[config.mk]
export PLATFORM = sky130hd
export DESIGN_NAME = spi_master
export DESIGN_NICKNAME = d
export VERILOG_FILES = /design/src/rtl/spi_master.sv
export SDC_FILE = /design/constraint.sdc
export NUM_CORES = 1
export LEC_CHECK = 0
export CORE_UTILIZATION = 67
export CTS_BUF_LIST = sky130_fd_sc_hd__clkbuf_8
export CTS_CLUSTER_DIAMETER = 120
export CTS_CLUSTER_SIZE = 24
export DETAILED_ROUTE_END_ITERATION = 8
export DONT_BUFFER_PORTS = 1
export MAX_ROUTING_LAYER = met4
export PLACE_DENSITY = 0.92
export SYNTH_ARGS = -nofsm -noshare
export SYNTH_HDL_FRONTEND = slang
export SYNTH_SLANG_ARGS = --single-unit
[constraint.sdc]
create_clock -name clk -period 8.84 [get_ports clk]
set_input_delay 0.884 -clock clk [delete_from_list [all_inputs] [get_ports clk]]
set_output_delay 0.884 -clock clk [all_outputs]
set_load 0.03 [all_outputs]
[src/rtl/spi_master.sv]
// spi_master
// Command-driven SPI master (mode 0) producing 64-bit frames:
// 8-bit command, 24-bit address, 32-bit data phase, all MSB first.
// A read command (READ_CMD) captures 32 MISO bits from the data phase into rdata.
//
// Ports:
//   clk      system clock, rising edge
//   rst_n    asynchronous active-low reset
//   start    frame request, sampled only while idle
//   cmd      command byte, latched on accepted start
//   address  24-bit slave address, latched on accepted start
//   wdata    32-bit data-phase MOSI word, latched on accepted start
//   miso     serial data from slave
//   sclk     SPI clock, idle low
//   cs       active-low chip select
//   mosi     serial data to slave
//   busy     frame in progress
//   done     one-cycle pulse at frame end
//   rdata    last read-frame capture
module spi_master #(
    parameter int unsigned CLK_DIV  = 4,
    parameter logic [7:0]  READ_CMD = 8'h56
) (
    input  logic        clk,
    input  logic        rst_n,
    input  logic        start,
    input  logic [7:0]  cmd,
    input  logic [23:0] address,
    input  logic [31:0] wdata,
    input  logic        miso,
    output logic        sclk,
    output logic        cs,
    output logic        mosi,
    output logic        busy,
    output logic        done,
    output logic [31:0] rdata
);

    localparam logic [1:0] S_IDLE  = 2'd0;
    localparam logic [1:0] S_LEAD  = 2'd1;
    localparam logic [1:0] S_SHIFT = 2'd2;
    localparam logic [1:0] S_TRAIL = 2'd3;

    localparam logic [8:0] HALF_LAST  = 9'(CLK_DIV - 1);
    // TRAIL spans the final SCLK low half-period plus the CS hold time.
    localparam logic [8:0] TRAIL_LAST = 9'(2 * CLK_DIV - 1);

    logic [1:0]  state;
    logic [8:0]  cnt;
    logic [5:0]  bit_idx;
    logic        is_read;
    logic [63:0] shift_reg;
    logic [31:0] rx_reg;

    logic accept;
    logic half_tick;
    logic rise_ev;
    logic fall_ev;
    logic shift_ev;
    logic capture;

    always_comb begin
        accept    = (state == S_IDLE) && start;
        half_tick = (cnt == HALF_LAST);
        rise_ev   = half_tick && ((state == S_LEAD) || ((state == S_SHIFT) && !sclk));
        fall_ev   = half_tick && (state == S_SHIFT) && sclk;
        shift_ev  = fall_ev && (bit_idx != 6'd63);
        // Data phase is bit index 32..63, i.e. bit_idx[5] set.
        capture   = rise_ev && is_read && bit_idx[5];
    end

    // Control and output registers
    always_ff @(posedge clk or negedge rst_n) begin
        if (!rst_n) begin
            state   <= S_IDLE;
            cnt     <= '0;
            bit_idx <= '0;
            is_read <= 1'b0;
            sclk    <= 1'b0;
            cs      <= 1'b1;
            mosi    <= 1'b0;
            busy    <= 1'b0;
            done    <= 1'b0;
            rdata   <= '0;
        end else begin
            done <= 1'b0;
            case (state)
                S_IDLE: begin
                    cnt     <= '0;
                    bit_idx <= '0;
                    sclk    <= 1'b0;
                    if (start) begin
                        state   <= S_LEAD;
                        cs      <= 1'b0;
                        busy    <= 1'b1;
                        mosi    <= cmd[7];
                        is_read <= (cmd == READ_CMD);
                    end
                end
                S_LEAD: begin
                    if (half_tick) begin
                        cnt   <= '0;
                        sclk  <= 1'b1;
                        state <= S_SHIFT;
                    end else begin
                        cnt <= cnt + 9'd1;
                    end
                end
                S_SHIFT: begin
                    if (half_tick) begin
                        cnt  <= '0;
                        sclk <= ~sclk;
                        if (sclk) begin
                            if (bit_idx == 6'd63) begin
                                state <= S_TRAIL;
                            end else begin
                                bit_idx <= bit_idx + 6'd1;
                                mosi    <= shift_reg[62];
                            end
                        end
                    end else begin
                        cnt <= cnt + 9'd1;
                    end
                end
                default: begin
                    if (cnt == TRAIL_LAST) begin
                        cnt   <= '0;
                        cs    <= 1'b1;
                        busy  <= 1'b0;
                        done  <= 1'b1;
                        state <= S_IDLE;
                        if (is_read) begin
                            rdata <= rx_reg;
                        end
                    end else begin
                        cnt <= cnt + 9'd1;
                    end
                end
            endcase
        end
    end

    // Shift datapath; contents are only meaningful after an accepted start
    always_ff @(posedge clk) begin
        if (accept) begin
            shift_reg <= {cmd, address, wdata};
        end else if (shift_ev) begin
            shift_reg <= {shift_reg[62:0], 1'b0};
        end
        if (capture) begin
            rx_reg <= {rx_reg[30:0], miso};
        end
    end

endmodule

Yosys cells after proc, flatten, opt, wreduce, memory -nomap -nowiden
Index checks and enable logic that the tools add are counted.
Widths: inputs -> output; s select.

cells by class
  $add $sub $neg = 2
  $mul = 0
  divide/modulo/power cells = 0
  order comparisons = 0
  eq/ne operators = 13
  shift operators = 0
  multiplexer cells = 32
  bitwise gates (word level) = 3
  reductions and logical operators = 25

operators by type and width
  kind                 number
  $mux 63              2
  $mux 6               3
  $mux 9               2
  $pmux 9 s2           1
  $mux 1               12
  $mux 2               6
  $pmux 6 s2           1
  $ne 2x2->1 const B   5
  $add 9x1->9 const B  1
  $eq 9x2->1 const B   1
  $eq 9x3->1 const B   1
  $reduce_and 3->1     3
  $eq 8x7->1 const B   1
  $logic_and 1x1->1    8
  $add 6x1->6 const B  1
  $eq 6x6->1 const B   1
  $ne 6x6->1 const B   1
  $pmux 1 s2           3
  $pmux 2 s3           1
  $reduce_and 6->1     1
  $reduce_bool 2->1    3
  $reduce_and 5->1     1
  $reduce_and 4->1     1
  $reduce_bool 4->1    1
  other kinds (12)     14

word-level totals
  register bits = 150
  latch bits = 0
  bits in writable memories = 0
  bits in read-only memories = 0
  input port bits = 68
  memories = 0

Longest topological paths before layout
Gate-level depths: netlist of the first run.

  depth in word-level cells = 6
  mapped depth = 9

Worst setup path after synthesis of the first run
No wires, ideal clock.

  kind = register to register
  start = reg cnt[0]
  end = reg rx_reg[0], enable pin
  arrival time = 3.237 ns
  path slack = 5.142 ns
  stages on the path, launching flop included = 5
  clock period less this slack = 3.698 ns
  cells stage by stage = dfrtp_1 ha_1 nor4b_2 nand2_2 nor3_1

on the way
  word-level cells in the longest chain between the ends = 4

ends and longest elaborated chain
  item                             RTL line  text
  start: declaration               49        logic [8:0] cnt;
  start signal: assignment         106       cnt <= cnt + 9'd1;
  start signal: assignment         122       cnt <= cnt + 9'd1;
  start signal: assignment         136       cnt <= cnt + 9'd1;
  $eq 9x2->1                       64        half_tick = (cnt == HALF_LAST);
  $logic_and 1x1->1                65        rise_ev = half_tick && ((state == S_LEAD) || ((state == S_SHIFT) && !sclk));
  $logic_and 1x1->1 (2 in series)  69        capture = rise_ev && is_read && bit_idx[5];
  named net capture                60        logic capture;
  end signal: assignment           151       rx_reg <= {rx_reg[30:0], miso};
  end: declaration                 53        logic [31:0] rx_reg;

The timed path passes the listed nets, and every way through them passes these cells.
A chain may end at the register's enable or synchronous reset.

Worst setup path after layout of the first run
  start = reg cnt[0]
  end = reg shift_reg[57], enable pin

on the way
  word-level cells in the longest chain between the ends = 5

ends and longest elaborated chain
  item                             RTL line  text
  $eq 9x2->1                       64
  $logic_and 1x1->1 (2 in series)  66        fall_ev = half_tick && (state == S_SHIFT) && sclk;
  $logic_and 1x1->1                67        shift_ev = fall_ev && (bit_idx != 6'd63);
  $reduce_bool 2->1 (no line)      -
  end signal: assignment           146       shift_reg <= {cmd, address, wdata};
  end signal: assignment           148       shift_reg <= {shift_reg[62:0], 1'b0};
  end: declaration                 52        logic [63:0] shift_reg;

Every way passes these cells.

==> results.md, run 1 <==
* Status: finished clean
* CP required at 8910 ps
* Slew HR at 0.489
* DR DRC count at 0
* First-pass GRT wire length at 16,000 um
* Post-synthesis simple-gate area fraction at 0.0626
* Tmin final at 2610 ps
* Initial Util at 0.694
* Die area at 9420 um^2
* GRT overflow at 0
* Vias per cell at 6.03
* Clk slew on worst S/H paths at 100 ps
* Synth area leader: edfxtp_1
* Mapped cell area at 6050 um^2
* Max clock buf depth at 2
* Layout cells sized above 1 at 0.356
* Fmax at 383 MHz
* Synth Register Bits at 150
* Final setup margin at 6230 ps
* Inserted Clock Buffers at 17
* Met3 Use GR at 0.0964
* Syn Nets at 445
* Met2 usage at 0.350
* Fraction of the mapped netlist area in compound gates at 0.0161
* Data arrival, critical path at 2680 ps
* Drt wl/cell at 19.6 um
* Max VDD drop at 0.000183 V
* Static leakage at 2.55 nW
* Final hold violation count at 0
* Worst setup SP type: flop
* Post-synthesis average cell area at 16.4 um^2
* Ports at 105
* PwrDens at 264 nW/um^2
* Synth unique cells at 36
* FP Rows at 34
* RSZ-0062 raised after global routing: no
* Drt pass-1 iters at 4
* Tot GR Track Use at 0.230
* Final #Nets at 455
* Synth Area in XOR/XNOR at 0.0145
* Pin count of the biggest net entering global routing at 66
* Post-Synth Adder-Cell Area at 0.0145
* Clk sinks at 150
* CTS tree: done
* CTS H-Tree Depth at 4
* Number of antenna violations at the first check in global routing at 0
* Largest family of logic cells by synthesized area: multiplexers
* Sequential-to-total area share from yosys stat at 0.699
* Crit share post-route at 0.295
* Final Skew at 16.6 ps
* Die Ht at 97.1 um
* Least-Margin Pin Slew at 766 ps
* DRT Wirelength at 9820 um
* Most common cell on crit path: nand2_2
* Area share of the largest cell type after synthesis at 0.471
* Most frequent cells after synthesis: mux2_2, edfxtp_1, dfrtp_1
* Crit. End Element: flop
* FILL cells at 518
* Setup TNS Final at 0 ps
* Cell Chain, Critical Path: ha_1 -> nor4b_2 -> nand2_2 -> or2_1 -> nand2_2 -> buf_4
* Crit-path max FO at 63
* Top FF cell, synth: edfxtp_1
* Die X at 97.1 um
* Core Footprint at 8720 um^2
* Starting DRT DRC Count at 151
* Root buf cell: clkbuf_8
* HPWL reported at the end of detailed placement at 6210 um
* Most frequent cell after synthesis: mux2_2
* Post-synth ARST share at 0.367
* Antenna cells at 0
* Grt peak-use layer: met2
* Synth Warn # at 0
* Top cells by area, synth: edfxtp_1, dfrtp_1, mux2_2, ha_1, nor2_1
* Cells after Synth at 370
* Fin. max-slew vios at 0
* Detailed-route via count at 3,019
* Synthesis-to-finish area growth at 8.18%
* Clk Latency, worst-skew pair at 450 ps
* PortBufs at 0
* Max-Cap Viols at 0
* Post-CTS Setup Bufs at 0
* Post-route ant nets at 0
* EDFF count, synth at 95
* GPL Wtd Cong at 0.808
* Hold_buf cts at 0
* Critical-path top delay cell: buf_4
* Met1 Use GR at 0.281
* Final setup vio count at 0
* Vias in the first global route at 3,259
* Post-CTS Resized at 0
* Hold crit path type: in2async
* Largest stage delay, worst path at 600 ps
* Critical Setup Path Class: reg2reg
* Total Power at 0.00173 W
* Place WS at 6270 ps
* Multiplexer area fraction after synthesis at 0.180
* Max reg flops at 63
[layout make-up]
cell class | instances | area (um^2) | share of cell area
clock buffers | 17 | 234 | 0.0357
clock inverters | 15 | 140 | 0.0214
flip-flops and latches | 150 | 4230 | 0.646
multi-input cells | 200 | 1750 | 0.268
well taps | 108 | 135 | 0.0206
repair buffers | 4 | 30.0 | 0.00458
inverters | 7 | 26.3 | 0.00401
[critical path: cells and delay by family, from the launching register on]
kind	cells	cell delay [ps]
simple gates	4	990
buf+inv	1	600
fa+ha+maj	1	210
flops	1	400
[power by group]
part | internal (W) | switching, W | total [W]
combinational | 0.000153 | 0.000170 | 0.000323
sequential | 0.000872 | 0.0000451 | 0.000918
clock | 0.000206 | 0.000284 | 0.000491
[logic make-up after synthesis]
family | Yosys count
buffers and inverters | 20
AO/OA/AOI/OAI | 17
XOR/XNOR | 10
flip-flops | 150
AND/OR/NAND/NOR | 69
adder cells (fa/ha/maj) | 7
multiplexers | 97
[path summary, 6_finish.rpt]
check / start / endpoint / slack [ps] / cells past startpoint
min reg2reg: rx_reg[15] / rx_reg[16] / 450 / 0
min in group clk: rx_reg[15] / rx_reg[16] / 450 / 0
min: rst_n / rdata[4] / 120 / 0
max in group asynchronous: rst_n / cs / 8540 / 0
max reg2reg: cnt[0] / shift_reg[57] / 6230 / 6
max: cnt[0] / shift_reg[57] / 6230 / 6
[per-stage QoR]
step                      hold WS, ps  utilization  area (um^2)  cells
after CTS                        94.4        0.751         6550    501
after global routing             80.2        0.751         6550    501
after detailed placement          432        0.708         6180    469
after floorplan                   422            -         6050    370
after global placement            427        0.708         6180    469
final                             122        0.751         6550    501
[placed cells by master, fill, tap and decap left out, types with 3 or more instances in the layout]
| master | instances |
|---|---|
| o21ai_0 | 7 |
| buf_4 | 4 |
| nor2b_1 | 4 |
| nor2_1 | 21 |
| and4_1 | 3 |
| xor2_1 | 4 |
| mux2_2 | 97 |
| xnor2_1 | 6 |
| dfrtp_1 | 54 |
| edfxtp_1 | 95 |
| nand3_1 | 9 |
| nand2_2 | 3 |
| ha_1 | 7 |
| nand2_1 | 9 |
| inv_1 | 7 |
| nor3_1 | 3 |
| inv_6 | 7 |
| a21oi_1 | 5 |
| clkbuf_8 | 17 |
[per-layer routing]
layer | share of wire | vias up | wire (um)
met5 | 0 | - | 0
met4 | 0.012 | 0 | 119
met1 | 0.42 | 1508 | 4110
met3 | 0.075 | 13 | 740
li1 | - | 1392 | -
met2 | 0.49 | 106 | 4860
No activity file was read; power rests on OpenSTA's default activity.
==> inputs of run 2 (changes only) <==
Settings changed: ABC_AREA from default to 1, CORE_UTILIZATION 67 to 66, PLACE_DENSITY 0.92 to 0.91.
Clock period 8.84 ns to 2.65 ns, I/O delays scaled along.
==> run 2 against run 1 <==
The run now ends with DRC left; critical path depth up 1; sequential cell count unchanged; largest cell class unchanged; wire length up 34%; synthesized area grew 5.0%; final area up 13%; via count grew 54%; die area rose by 6.4%; clock skew down 2.3 ps; first-iteration DRC count rose to 3.1 times the previous value; register-to-register slack got worse by 6100 ps.
==> results.md, run 2 <==
* Failing checks: DRC
* First-pass GRT wire length at 21,200 um (+33%)
* Clk Latency, worst-skew pair at 440 ps (about the same)
* RSZ-0062 raised after global routing: no
* EDFF count, synth at 95 (unchanged)
* Post-CTS Resized at 0 (unchanged)
* Most common cell after layout, fill and taps aside: nand2_1
* Final hold violation count at 0 (unchanged)
* Synth area leader: edfxtp_1
* Clk sinks at 150 (unchanged)
* Max reg flops at 63 (unchanged)
* Antenna cells at 0 (unchanged)
* Clk slew on worst S/H paths at 90 ps (about the same)
* Data arrival, critical path at 2580 ps (-100 ps)
* Most frequent cells after synthesis: nand2_1, edfxtp_1, dfrtp_1
* Max-Cap Viols at 0 (unchanged)
* Most frequent cell after synthesis: nand2_1
* Post-Layout Cell Count at 825 (+65%)
* Inserted Clock Buffers at 17 (unchanged)
* Setup TNS Final at 0 ps (unchanged)
* CP required at 2760 ps (-6150 ps)
* Cells after Synth at 633 (+71%)
* Post-synthesis average cell area at 10.0 um^2 (-39%)
* Pin count of the biggest net entering global routing at 68 (+3.0%)
* Synth Warn # at 0 (unchanged)
* Top cells by area, synth: edfxtp_1, dfrtp_1, nand2_1, nand3_1, inv_1
* Root buf cell: clkbuf_8
* Total placed cells including tap cells at 743 (+58%)
* Core Footprint at 9280 um^2 (+6.5%)
* Ports at 105 (unchanged)
* HPWL reported at the end of detailed placement at 7420 um (+19%)
* Critical Setup Path Class: reg2reg
* Post-synth ARST share at 0.367 (unchanged)
* Initial Util at 0.685 (-0.00963)
* Drt pass-1 iters at 8 (+4)
* Die area at 10,000 um^2 (+6.4%)
* Status: complete, but fails checks
* Max clock buf depth at 2 (unchanged)
* Least-Margin Pin Slew at 613 ps (-153 ps)
* PortBufs at 0 (unchanged)
* DP Area at 6430 um^2 (+4.1%)
* Max VDD drop at 0.000568 V (+210%)
* GPL Wtd Cong at 0.911 (+13%)
* Number of antenna violations at the first check in global routing at 0 (unchanged)
* Crit share post-route at 0.933 (+0.638)
* Hold_buf cts at 48 (+48)
* Area share of the largest cell type after synthesis at 0.449 (-0.0224)
* Place WS at 252 ps (-6020 ps)
* Tmin final at 2470 ps (-136 ps)
* Fin area at 7370 um^2 (+13%)
* Crit-path max FO at 63 (unchanged)
* CTS H-Tree Depth at 4 (unchanged)
* Crit. End Element: flop
* Top FF cell, synth: edfxtp_1
* Layout cells sized above 1 at 0.0761 (-0.280)
* Vias per cell at 5.62 (-6.7%)
* Vias in the first global route at 4,434 (+36%)
* Most frequent cells in the layout: nand2_1, edfxtp_1, dfrtp_1
* Post-CTS Setup Bufs at 0 (unchanged)
* Syn Nets at 708 (+59%)
* Synth Register Bits at 150 (unchanged)
* Static leakage at 3.36 nW (+32%)
* Sequential-to-total area share from yosys stat at 0.666 (-0.0331)
* Synth unique cells at 32 (-11%)
* Final setup vio count at 0 (unchanged)
* Mapped cell area at 6360 um^2 (+5.0%)
* Die X at 100 um (+3.2%)
* DR DRC count at 1 (+1)
* Fmax at 405 MHz (+5.5%)
* Hold crit path type: in2reg
* Worst setup SP type: flop
* Post-route ant nets at 0 (unchanged)
* GRT overflow at 0 (unchanged)
* CTS tree: done
* FP Rows at 35 (+2.9%)
* Drt wl/cell at 15.9 um (-19%)
* PwrDens at 880 nW/um^2 (+230%)
* Slew HR at 0.591 (+0.102)
* DRT Wirelength at 13,100 um (+34%)
* Synthesis-to-finish area growth at 16.0%
* Tot GR Track Use at 0.287 (+0.0573)
* Final setup margin at 178 ps (-6050 ps)
* Die Ht at 100 um (+3.2%)
* Detailed-route via count at 4,638 (+54%)
* Final core occ at 0.794 (+0.0431)
* Final #Nets at 758 (+67%)
* Final Skew at 14.3 ps (-2.26 ps)
* Fin. max-slew vios at 0 (unchanged)
* Starting DRT DRC Count at 466 (+210%)
## run 2: layout make-up
cell class / instances / area [um^2]
fill: 537 / 1910
timing repair buffer: 55 / 568
clock inverter: 15 / 190
multi-input combinational: 426 / 1860
tap: 129 / 161
clock buffer: 17 / 234
inverter: 33 / 125
sequential: 150 / 4230
## run 2: cells by family (layout without fill, tap and decap cells)
kind of cell               count (synthesis)  after routing  share of synthesized area
and+or+nand+nor                          398            398                      0.257
xor gates and xnor gates                   7              7                    0.00965
adders and majority gates                  7              7                     0.0138
DFF                                      150            150                      0.666
buffers and inverters                     57            120                     0.0419
AOI/OAI and AO/OA                         14             14                     0.0120
## run 2: metal layers
| layer | up-vias | part of all wire | track usage |
|---|---|---|---|
| met4 | 0 | 0.012 | 0.0925 |
| met1 | 2220 | 0.39 | 0.352 |
| met5 | - | 0 | - |
| met3 | 19 | 0.079 | 0.0620 |
| met2 | 248 | 0.52 | 0.481 |
| li1 | 2151 | - | - |
## run 2: worst max-delay path: stages (launching register included)
cell and delay [ps]:
dfrtp_1 450, inv_1 120, ha_1 350, inv_1 220, o21bai_1 220, nor3_1 280
or2_2 200, buf_12 300
## run 2: power breakdown
part | internal, W | total (W) | switching (W)
sequential | 0.00301 | 0.00320 | 0.000188
combinational | 0.000458 | 0.00152 | 0.00106
clock | 0.000800 | 0.00178 | 0.000979
total | 0.00427 | 0.00649 | 0.00222
## run 2: stage by stage
| step | total power (W) | hold WS (ps) |
|---|---|---|
| 3_3_place_gp | 0.00448 | -28.6 |
| 6_report | 0.00649 | 16.6 |
| 5_1_grt | 0.00682 | 12.1 |
| 3_5_place_dp | 0.00459 | -29.1 |
| 2_1_floorplan | 0.00424 | -30.6 |
| 4_1_cts | 0.00643 | 0.323 |
## run 2: final timing paths
path / start / slack, ps / cells after the start / endpoint
max: state[0] / 180 / 7 / shift_reg[44]
min: address[18] / 20 / 2 / shift_reg[50]
max reg2reg: state[0] / 180 / 7 / shift_reg[44]
min reg2reg: rx_reg[2] / 450 / 0 / rx_reg[3]
max in group asynchronous: rst_n / 2010 / 2 / cs
min in group asynchronous: rst_n / 360 / 2 / cnt[2]
